<file path="config.mk">
export PLATFORM = sky130hd
export DESIGN_NAME = eq_gain_sequencer
export DESIGN_NICKNAME = d
export VERILOG_FILES = /design/src/rtl/eq_pkg.sv /design/src/rtl/gain_cmd_fifo.sv /design/src/rtl/eq_gain_sequencer.sv
export SDC_FILE = /design/constraint.sdc
export NUM_CORES = 1
export LEC_CHECK = 0
export CAP_MARGIN = 20
export CORE_MARGIN = 2
export CORE_UTILIZATION = 45
export DETAILED_ROUTE_END_ITERATION = 8
export PLACE_DENSITY = 0.77
export SYNTH_ARGS = -nofsm -noshare
export SYNTH_HDL_FRONTEND = slang
export SYNTH_SLANG_ARGS = --single-unit
</file>
<file path="constraint.sdc">
create_clock -name clk -period 3.47 [get_ports clk]
set_clock_uncertainty 0.15 [all_clocks]
set_input_delay 0.694 -clock clk [delete_from_list [all_inputs] [get_ports clk]]
set_output_delay 0.694 -clock clk [all_outputs]
set_load 0.01 [all_outputs]
</file>
<file path="src/rtl/eq_pkg.sv">
// Shared types and constants for the equalizer gain sequencer.
// ramp_toward() is the per-band slew step used when ramping is built in.
package eq_pkg;

  localparam int unsigned NUM_BANDS = 3;
  localparam int unsigned GAIN_W = 8;
  localparam logic [GAIN_W-1:0] DEFAULT_GAIN = 8'd32;

  typedef logic [1:0]        band_t;
  typedef logic [GAIN_W-1:0] gain_t;

  typedef struct packed {
    band_t band;
    gain_t gain;
  } gain_cmd_t;

  typedef enum logic [1:0] {IDLE, DRAIN, HOLD} seq_state_t;

  // One extra bit of headroom so neither end of the gain range can wrap.
  function automatic gain_t ramp_toward(gain_t cur, gain_t tgt, logic [GAIN_W:0] step);
    logic [GAIN_W:0] c;
    logic [GAIN_W:0] t;
    c = {1'b0, cur};
    t = {1'b0, tgt};
    if (t >= c) begin
      if ((t - c) <= step) return tgt;
      return gain_t'(c + step);
    end
    if ((c - t) <= step) return tgt;
    return gain_t'(c - step);
  endfunction

endpackage

</file>
<file path="src/rtl/gain_cmd_fifo.sv">
// Synchronous command FIFO; pointers carry one extra wrap bit so that
// full and empty can be told apart without a separate counter.
module gain_cmd_fifo
  import eq_pkg::*;
#(
  parameter int unsigned DEPTH = 4
) (
  input  logic      clk,
  input  logic      reset,
  input  logic      push,
  input  logic      pop,
  input  gain_cmd_t din,
  output gain_cmd_t dout,
  output logic      full,
  output logic      empty
);

  localparam int unsigned AW = $clog2(DEPTH);

  logic [AW:0] wr_ptr_q, wr_ptr_d;
  logic [AW:0] rd_ptr_q, rd_ptr_d;
  logic        do_push, do_pop;
  gain_cmd_t   mem_q [DEPTH];

  always_comb begin
    empty    = (wr_ptr_q == rd_ptr_q);
    full     = (wr_ptr_q[AW] != rd_ptr_q[AW]) && (wr_ptr_q[AW-1:0] == rd_ptr_q[AW-1:0]);
    do_push  = push && !full;
    do_pop   = pop && !empty;
    wr_ptr_d = wr_ptr_q + {{AW{1'b0}}, do_push};
    rd_ptr_d = rd_ptr_q + {{AW{1'b0}}, do_pop};
    dout     = mem_q[rd_ptr_q[AW-1:0]];
  end

  always_ff @(posedge clk or negedge reset) begin
    if (!reset) begin
      wr_ptr_q <= '0;
      rd_ptr_q <= '0;
    end else begin
      wr_ptr_q <= wr_ptr_d;
      rd_ptr_q <= rd_ptr_d;
    end
  end

  always_ff @(posedge clk) begin
    if (do_push) mem_q[wr_ptr_q[AW-1:0]] <= din;
  end

endmodule

</file>
<file path="src/rtl/eq_gain_sequencer.sv">
// Buffers band/gain commands and applies them to the live gains on sample ticks.
// Define GAIN_RAMP_EN to slew each gain by at most RAMP_STEP per tick.
module eq_gain_sequencer
  import eq_pkg::*;
#(
  parameter int unsigned FIFO_DEPTH = 4,
  parameter int unsigned RAMP_STEP  = 1
) (
  input  logic              clk,
  input  logic              reset,
  input  logic              sample_tick,
  input  logic              cmd_valid,
  output logic              cmd_ready,
  input  logic [1:0]        cmd_band,
  input  logic [GAIN_W-1:0] cmd_gain,
  output logic [GAIN_W-1:0] gain [0:NUM_BANDS-1],
  output logic              ramping,
  output logic [7:0]        drop_cnt
);

  if (FIFO_DEPTH < 2 || (FIFO_DEPTH & (FIFO_DEPTH - 1)) != 0 ||
      RAMP_STEP < 1 || RAMP_STEP > (2 ** GAIN_W) - 1) begin : gen_param_check
    $error("eq_gain_sequencer: illegal FIFO_DEPTH or RAMP_STEP");
  end

  seq_state_t state_q, state_d;
  gain_cmd_t  fifo_din, fifo_dout;
  logic       fifo_full, fifo_empty;
  logic       push, pop, pop_band_ok;
  logic [1:0] drop_inc;
  logic [8:0] drop_sum;
  logic [7:0] drop_q, drop_d;
  gain_t      target_q [NUM_BANDS];
  gain_t      gain_q   [NUM_BANDS];
  gain_t      gain_d   [NUM_BANDS];

  assign push      = cmd_valid && !fifo_full;
  assign cmd_ready = !fifo_full;
  assign fifo_din  = '{band: cmd_band, gain: cmd_gain};

  gain_cmd_fifo #(
    .DEPTH (FIFO_DEPTH)
  ) u_fifo (
    .clk   (clk),
    .reset (reset),
    .push  (push),
    .pop   (pop),
    .din   (fifo_din),
    .dout  (fifo_dout),
    .full  (fifo_full),
    .empty (fifo_empty)
  );

  // A pop that lands on a tick is deferred (HOLD) so a target write never
  // shares an edge with a gain update.
  always_comb begin
    state_d = state_q;
    pop     = 1'b0;
    unique case (state_q)
      IDLE: begin
        if (push) state_d = DRAIN;
      end
      DRAIN, HOLD: begin
        if (fifo_empty) begin
          state_d = push ? DRAIN : IDLE;
        end else if (sample_tick) begin
          state_d = HOLD;
        end else begin
          pop     = 1'b1;
          state_d = DRAIN;
        end
      end
      default: state_d = IDLE;
    endcase
  end

  assign pop_band_ok = (fifo_dout.band < band_t'(NUM_BANDS));

  always_comb begin
    drop_inc = {1'b0, cmd_valid && fifo_full} + {1'b0, pop && !pop_band_ok};
    drop_sum = {1'b0, drop_q} + {7'b0, drop_inc};
    drop_d   = drop_sum[8] ? 8'hFF : drop_sum[7:0];
  end

  always_comb begin
    for (int b = 0; b < NUM_BANDS; b++) begin
      gain_d[b] = gain_q[b];
      if (sample_tick) begin
`ifdef GAIN_RAMP_EN
        gain_d[b] = ramp_toward(gain_q[b], target_q[b], (GAIN_W + 1)'(RAMP_STEP));
`else
        gain_d[b] = target_q[b];
`endif
      end
    end
  end

  always_comb begin
    ramping = 1'b0;
    for (int b = 0; b < NUM_BANDS; b++) begin
      ramping = ramping | (gain_q[b] != target_q[b]);
    end
  end

  always_ff @(posedge clk or negedge reset) begin
    if (!reset) begin
      state_q <= IDLE;
      drop_q  <= '0;
      for (int b = 0; b < NUM_BANDS; b++) begin
        target_q[b] <= DEFAULT_GAIN;
        gain_q[b]   <= DEFAULT_GAIN;
      end
    end else begin
      state_q <= state_d;
      drop_q  <= drop_d;
      for (int b = 0; b < NUM_BANDS; b++) begin
        gain_q[b] <= gain_d[b];
        if (pop && fifo_dout.band == band_t'(b)) target_q[b] <= fifo_dout.gain;
      end
    end
  end

  assign gain     = gain_q;
  assign drop_cnt = drop_q;

endmodule

</file>
# ---- Word level (Yosys, flattened, before mapping)
# Memories as Yosys holds them, arrays and structs flattened.
# Index checks and enable logic that the tools add are counted.
dict set report word_totals {
  ff_bits 64
  ramBits 40
  inputBits 14
  out_inout_bits 34
  elab_cells 55
  memories 1
}
# name words word_bits read_ports rd_ports_with_merged_regs write_ports line_no
set memory_table {}
lappend memory_table {u_fifo.mem_q 4 10 1 0 1 gain_cmd_fifo.sv:23} ;# gain_cmd_t mem_q [DEPTH];
dict set report classes {
  n_addsub 4
  n_lt_le_gt_ge 1
  n_eq_ne 11
  muxes 11
  bitwise 2
  n_reduce_logical 15
}
# operator count
set op_table {}
lappend op_table {{8-bit inequality test} 3}
lappend op_table {{8-bit by 2-bit adder with 9-bit output} 1}
lappend op_table {{1-bit logical AND} 9}
lappend op_table {{8-bit two-way mux} 1}
lappend op_table {{3-bit by 1-bit adder with 3-bit output} 2}
lappend op_table {{1-bit two-way mux} 6}
lappend op_table {{2-bit two-way mux} 3}
lappend op_table {{2-bit by 1-bit == test with 1-bit output, second input constant} 2}
lappend op_table {{2-bit == test, second input constant} 2}
lappend op_table {{2-bit zero test} 2}
lappend op_table {{2-bit case mux with 2 select lines} 1}
lappend op_table {{3-bit == test} 1}
lappend op_table {{1-bit zero test} 3}
lappend op_table {{1-bit by 1-bit adder with 2-bit output} 1}
lappend op_table {{2-bit == test} 1}
lappend op_table {{2-bit less-than comparator, second input constant} 1}
lappend op_table {{2-bit inequality test, second input constant} 1}
lappend op_table {{1-bit bitwise OR} 2}
lappend op_table {{2-bit OR reduction} 1}
lappend op_table {{1-bit inequality test} 1}

# ---- Longest topological paths before layout
# Gate-level depths: netlist (run 1).
dict set report logic_depth {
  ltp_word 7
  depth_mapped 12
  ltp_nobuf 12
}

# ---- By module
# A second synthesis (run 1) with hierarchy kept.
dict set report unflattened {
  hier_cells 275
  area_unflattened_um2 4400.5
}
# mod n_inst cells_each area_each_um2 seq_area_each_um2
set modules_own_cells {}
lappend modules_own_cells {eq_gain_sequencer 1 193 2605.0 1458.9}
lappend modules_own_cells {gain_cmd_fifo 1 82 1795.5 1351.3}

# ---- Worst setup path before layout (run 1)
# No wires, ideal clock.
dict set report synth_path {
  kind {input to register}
  startpoint {input sample_tick}
  endpoint {register drop_q[5], in the netlist drop_cnt[5]}
  setup_time_ps 83
  t_arrival_ps 2455
  required_time_ps 3237
  setup_slack_ps 782
  stages 12
  path_buffers 1
  path_cell_list {clkbuf_1 > inv_1 > o311ai_4 > inv_1 > nand3_1 > fa_1 > inv_1 > ha_1 > nand2_1 > nor2_1 > nand3_1 > o21ai_0}
}
dict set report synth_between {
  elab_chain_len 7
}
# element line_no
set synth_rtl {}
lappend synth_rtl {{start: declaration} eq_gain_sequencer.sv:11} ;# input logic sample_tick,
lappend synth_rtl {{1-bit two-way mux} eq_gain_sequencer.sv:66} ;# end else if (sample_tick) begin
lappend synth_rtl {{1-bit two-way mux} eq_gain_sequencer.sv:64} ;# if (fifo_empty) begin
lappend synth_rtl {{1-bit two-way mux} eq_gain_sequencer.sv:59} ;# unique case (state_q)
lappend synth_rtl {{1-bit logical AND} eq_gain_sequencer.sv:80} ;# drop_inc = {1'b0, cmd_valid && fifo_full} + {1'b0, pop && !pop_band_ok};
lappend synth_rtl {{1-bit by 1-bit adder with 2-bit output} eq_gain_sequencer.sv:80}
lappend synth_rtl {{8-bit by 2-bit adder with 9-bit output} eq_gain_sequencer.sv:81} ;# drop_sum = {1'b0, drop_q} + {7'b0, drop_inc};
lappend synth_rtl {{8-bit two-way mux} eq_gain_sequencer.sv:82} ;# drop_d = drop_sum[8] ? 8'hFF : drop_sum[7:0];
lappend synth_rtl {{named net drop_d[5]} eq_gain_sequencer.sv:32} ;# logic [7:0] drop_q, drop_d;
lappend synth_rtl {{end signal: assignment} eq_gain_sequencer.sv:115} ;# drop_q <= drop_d;
lappend synth_rtl {{end: declaration} eq_gain_sequencer.sv:32}
# The timed path passes the listed nets, and every way through them passes these cells.
# A chain may end at the register's enable or synchronous reset.

# ---- Final worst setup path (run 1)
dict set report layout_path {
  startpoint {register gain_q, in the netlist gain[5]}
  endpoint {output ramping}
}
dict set report layout_between {
  elab_chain_len 2
}
# element line_no
set layout_rtl {}
lappend layout_rtl {{start: declaration} eq_gain_sequencer.sv:34} ;# gain_t gain_q [NUM_BANDS];
lappend layout_rtl {{start signal: indexed assignment} eq_gain_sequencer.sv:117} ;# gain_q[b] <= gain_d[b];
lappend layout_rtl {{8-bit inequality test} eq_gain_sequencer.sv:101} ;# ramping = ramping | (gain_q[b] != target_q[b]);
lappend layout_rtl {{1-bit bitwise OR} eq_gain_sequencer.sv:101}
lappend layout_rtl {{end: declaration} eq_gain_sequencer.sv:17} ;# output logic ramping,
# No other way between the ends.

==> run_results.csv, run 1 <==
group,metric,value,unit
final_layout,final_area,0.00528,mm²
drt,first_pass_iters,4,
timing,fin_setup_tns,0,ns
power_and_ir_drop,switchingPower,1.62,mW
power_and_ir_drop,vdd_drop_max,0.000305,V
power_and_ir_drop,power_density,912,mW/mm²
yosys,synth_async_sr_flop_share,0.615,
final_layout,drive_gt1_frac,0.270,
final_layout,final_common_cell,"dfrtp_1",
place,dp_slack,0.280,ns
clock_tree,clockBufferDepth,2,
grt,grt_max_degree,35,
final_layout,layout_common_cells,"dfrtp_1, mux2_2, clkdlybuf4s50_1",
yosys,synth_edf_count,40,
power_and_ir_drop,p_seq_frac,0.447,
clock_tree,hold_buffers,0,
timing,relSlewSlack,0.510,
clock_tree,insertion_delay,0.37,ns
place,hpwlAfterDp,5470,µm
timing,setup_viol,0,
timing,finalHoldViolations,0,
yosys,synth-main-ff-cell,"dfrtp_1",
grt,grt_usage,0.163,
floorplanning,start_util,0.456,
setup_path,cp-start-kind,"flop",
grt,grt_pass1_wl,12700,µm
yosys,syn_area,0.00440,mm²
floorplanning,row_count,36,
outcome,run_status,"finished clean",
setup_path,required,2.63,ns
floorplanning,coreArea,0.00964,mm²
power_and_ir_drop,switching_share,0.337,
clock_tree,post_cts_resized,0,
floorplanning,die_y,103,µm
yosys,yosys_register_bits,104,
drt,vias_per_cell,5.03,
clock_tree,clk_pin_slew,0.10,ns
floorplanning,pin_count,48,
run,cap_violations,0,
timing,drv_slew,0,
drt,drc_errors,0,
timing,post-route-period-util,0.871,
clock_tree,h-tree-depth,3,
grt,overflow,0,
drt,wl_per_cell,16.5,µm
clock_tree,cts_tree,"built",
setup_path,cp_max_fo,3,
final_layout,n_antenna_cell,0,
place,io_buffers,47,
timing,fin_crit,3.02,ns
place,dp.cells,454,
setup_path,critical_path_class,"reg -> out",
yosys,synth.top_cells.by_area,"dfrtp_1, edfxtp_1, mux2_2",
timing,hold_ws,0.218,ns
yosys,synth_top_area_cell,"dfrtp_1",
yosys,ys_types,34,
yosys,ys_warn_count,0,
min_path,min_path_type,"in -> async",
final_layout,fin_cells,470,
drt,num_vias,2364,
timing,worst_slack,0.447,ns
clock_tree,clock_sinks,104,
power_and_ir_drop,internal_power,3.19,mW
drt,routed_wl,7770,µm
power_and_ir_drop,pwr-share-clk,0.161,
power_and_ir_drop,pwr-share-comb,0.392,
grt,antenna_found_initial,0,
setup_path,cp.arrival,2.18,ns
yosys,synthCells,271,
clock_tree,cts_made_buffers,9,
timing,fmaxAchievable,331,MHz
final_layout,fin_util,0.548,
clock_tree,clock-root-buffer,"clkbuf_8",
grt,first_global_vias,2457,
yosys,synth_fp_nets,293,
final_layout,syn_to_final_growth,20.1,%
drt,drtIter0Drc,84,
clock_tree,postCtsSetupRepairBufs,0,
yosys,synth_top_area_share,0.330,
drt,antenna_left,0,
place,gp_congestion,0.834,
floorplanning,dieArea,0.0106,mm²
timing,rsz0062_at_grt,"no",
yosys,synth_area_per_cell,16.2,µm²
yosys,seq_area_frac_synth,0.639,
timing,tightestPinTransition,0.736,ns
setup_path,cp-end-kind,"output port",
power_and_ir_drop,leakagePower,2.07,nW
place,postPlaceCellArea,0.00508,mm²
final_layout,finalNetCount,354,
power_and_ir_drop,power,4.82,mW
floorplanning,die_w,103,µm
setup_path,r2r_slack,0.59,ns
routing by layer:
layer,share of wire,wire (µm),track usage,vias up
li1,-,-,-,1119
met1,0.46,3550,0.230,1178
met2,0.49,3780,0.250,49
met3,0.033,257,0.0264,18
met4,0.024,189,0.0779,0
met5,0,0,0,-
worst paths after layout:
path,startpoint,endpoint,cells after the start
max in group asynchronous,reset,target_q[13],2
max reg2reg,u_fifo.wr_ptr_q[0],drop_cnt[5],11
min,reset,drop_cnt[3],1
min in group clk,u_fifo.rd_ptr_q[2],u_fifo.rd_ptr_q[2],1
min reg2reg,u_fifo.rd_ptr_q[2],u_fifo.rd_ptr_q[2],1
max,gain[5],ramping,5
kinds of logic after synthesis:
logic type / Yosys count / synth area share
xor gates and xnor gates: 35 / 0.0697
DFF: 104 / 0.639
buffers and inverters: 12 / 0.0119
muxes: 60 / 0.182
AOI/OAI and AO/OA: 6 / 0.0137
adders and majority gates: 8 / 0.0245
and+or+nand+nor: 46 / 0.0597
power by group through the flow:
stage	registers (mW)	logic [mW]	clock network, mW
2_1_floorplan	2.18	1.15	0
3_3_place_gp	2.16	1.87	0
3_5_place_dp	2.19	1.91	0
4_1_cts	2.16	1.92	0.796
5_1_grt	2.22	2.08	0.843
6_report	2.15	1.89	0.774
area by class of cell:
| cell class | instances | area [µm²] |
|---|---|---|
| inverters | 7 | 26.3 |
| fillers | 818 | 4360 |
| flip-flops and latches | 104 | 2810 |
| repair buffers | 55 | 538 |
| multi-input cells | 155 | 1540 |
| clock inverters | 5 | 63.8 |
| well taps | 133 | 166 |
| clock buffers | 11 | 143 |
sequential cells by signal, indices dropped and copies added, names as in the netlist:
name,flops
u_fifo.rd_ptr_q,3
u_fifo.mem_q,40
drop_cnt,8
target_q,24
u_fifo.wr_ptr_q,3
state_q,2
gain,24
worst max-delay path, cell delays in order, from the launching register on:
cell,delay [ns]
dfstp_2,0.57
xnor2_1,0.12
nand4_1,0.11
nor4_1,0.38
nand3_1,0.13
clkdlybuf4s50_1,0.51
synthesized netlist by cell type (all sizes together) (2+ instances only):
master / count
dfrtp: 58
mux2: 49
edfxtp: 40
xnor2: 20
xor2: 15
mux4: 10
nand2: 10
nand3: 9
nor2: 8
ha: 7
inv: 7
dfstp: 6
nand4: 5
nor4: 4
clkbuf: 3
nand3b: 3
buf: 2
nor3: 2
o311ai: 2
o31ai: 2
Power figures use the tool's default switching activity.
==> run 2, diff against run 1 <==
--- a/config.mk
+++ b/config.mk
@@ -10,6 +10,7 @@
 export CORE_UTILIZATION = 45
 export DETAILED_ROUTE_END_ITERATION = 8
 export PLACE_DENSITY = 0.77
+export SLEW_MARGIN = 20
 export SYNTH_ARGS = -nofsm -noshare
 export SYNTH_HDL_FRONTEND = slang
 export SYNTH_SLANG_ARGS = --single-unit
==> results of run 2 <==
The final DEF is identical to that of run 1; final timing and power are the same.
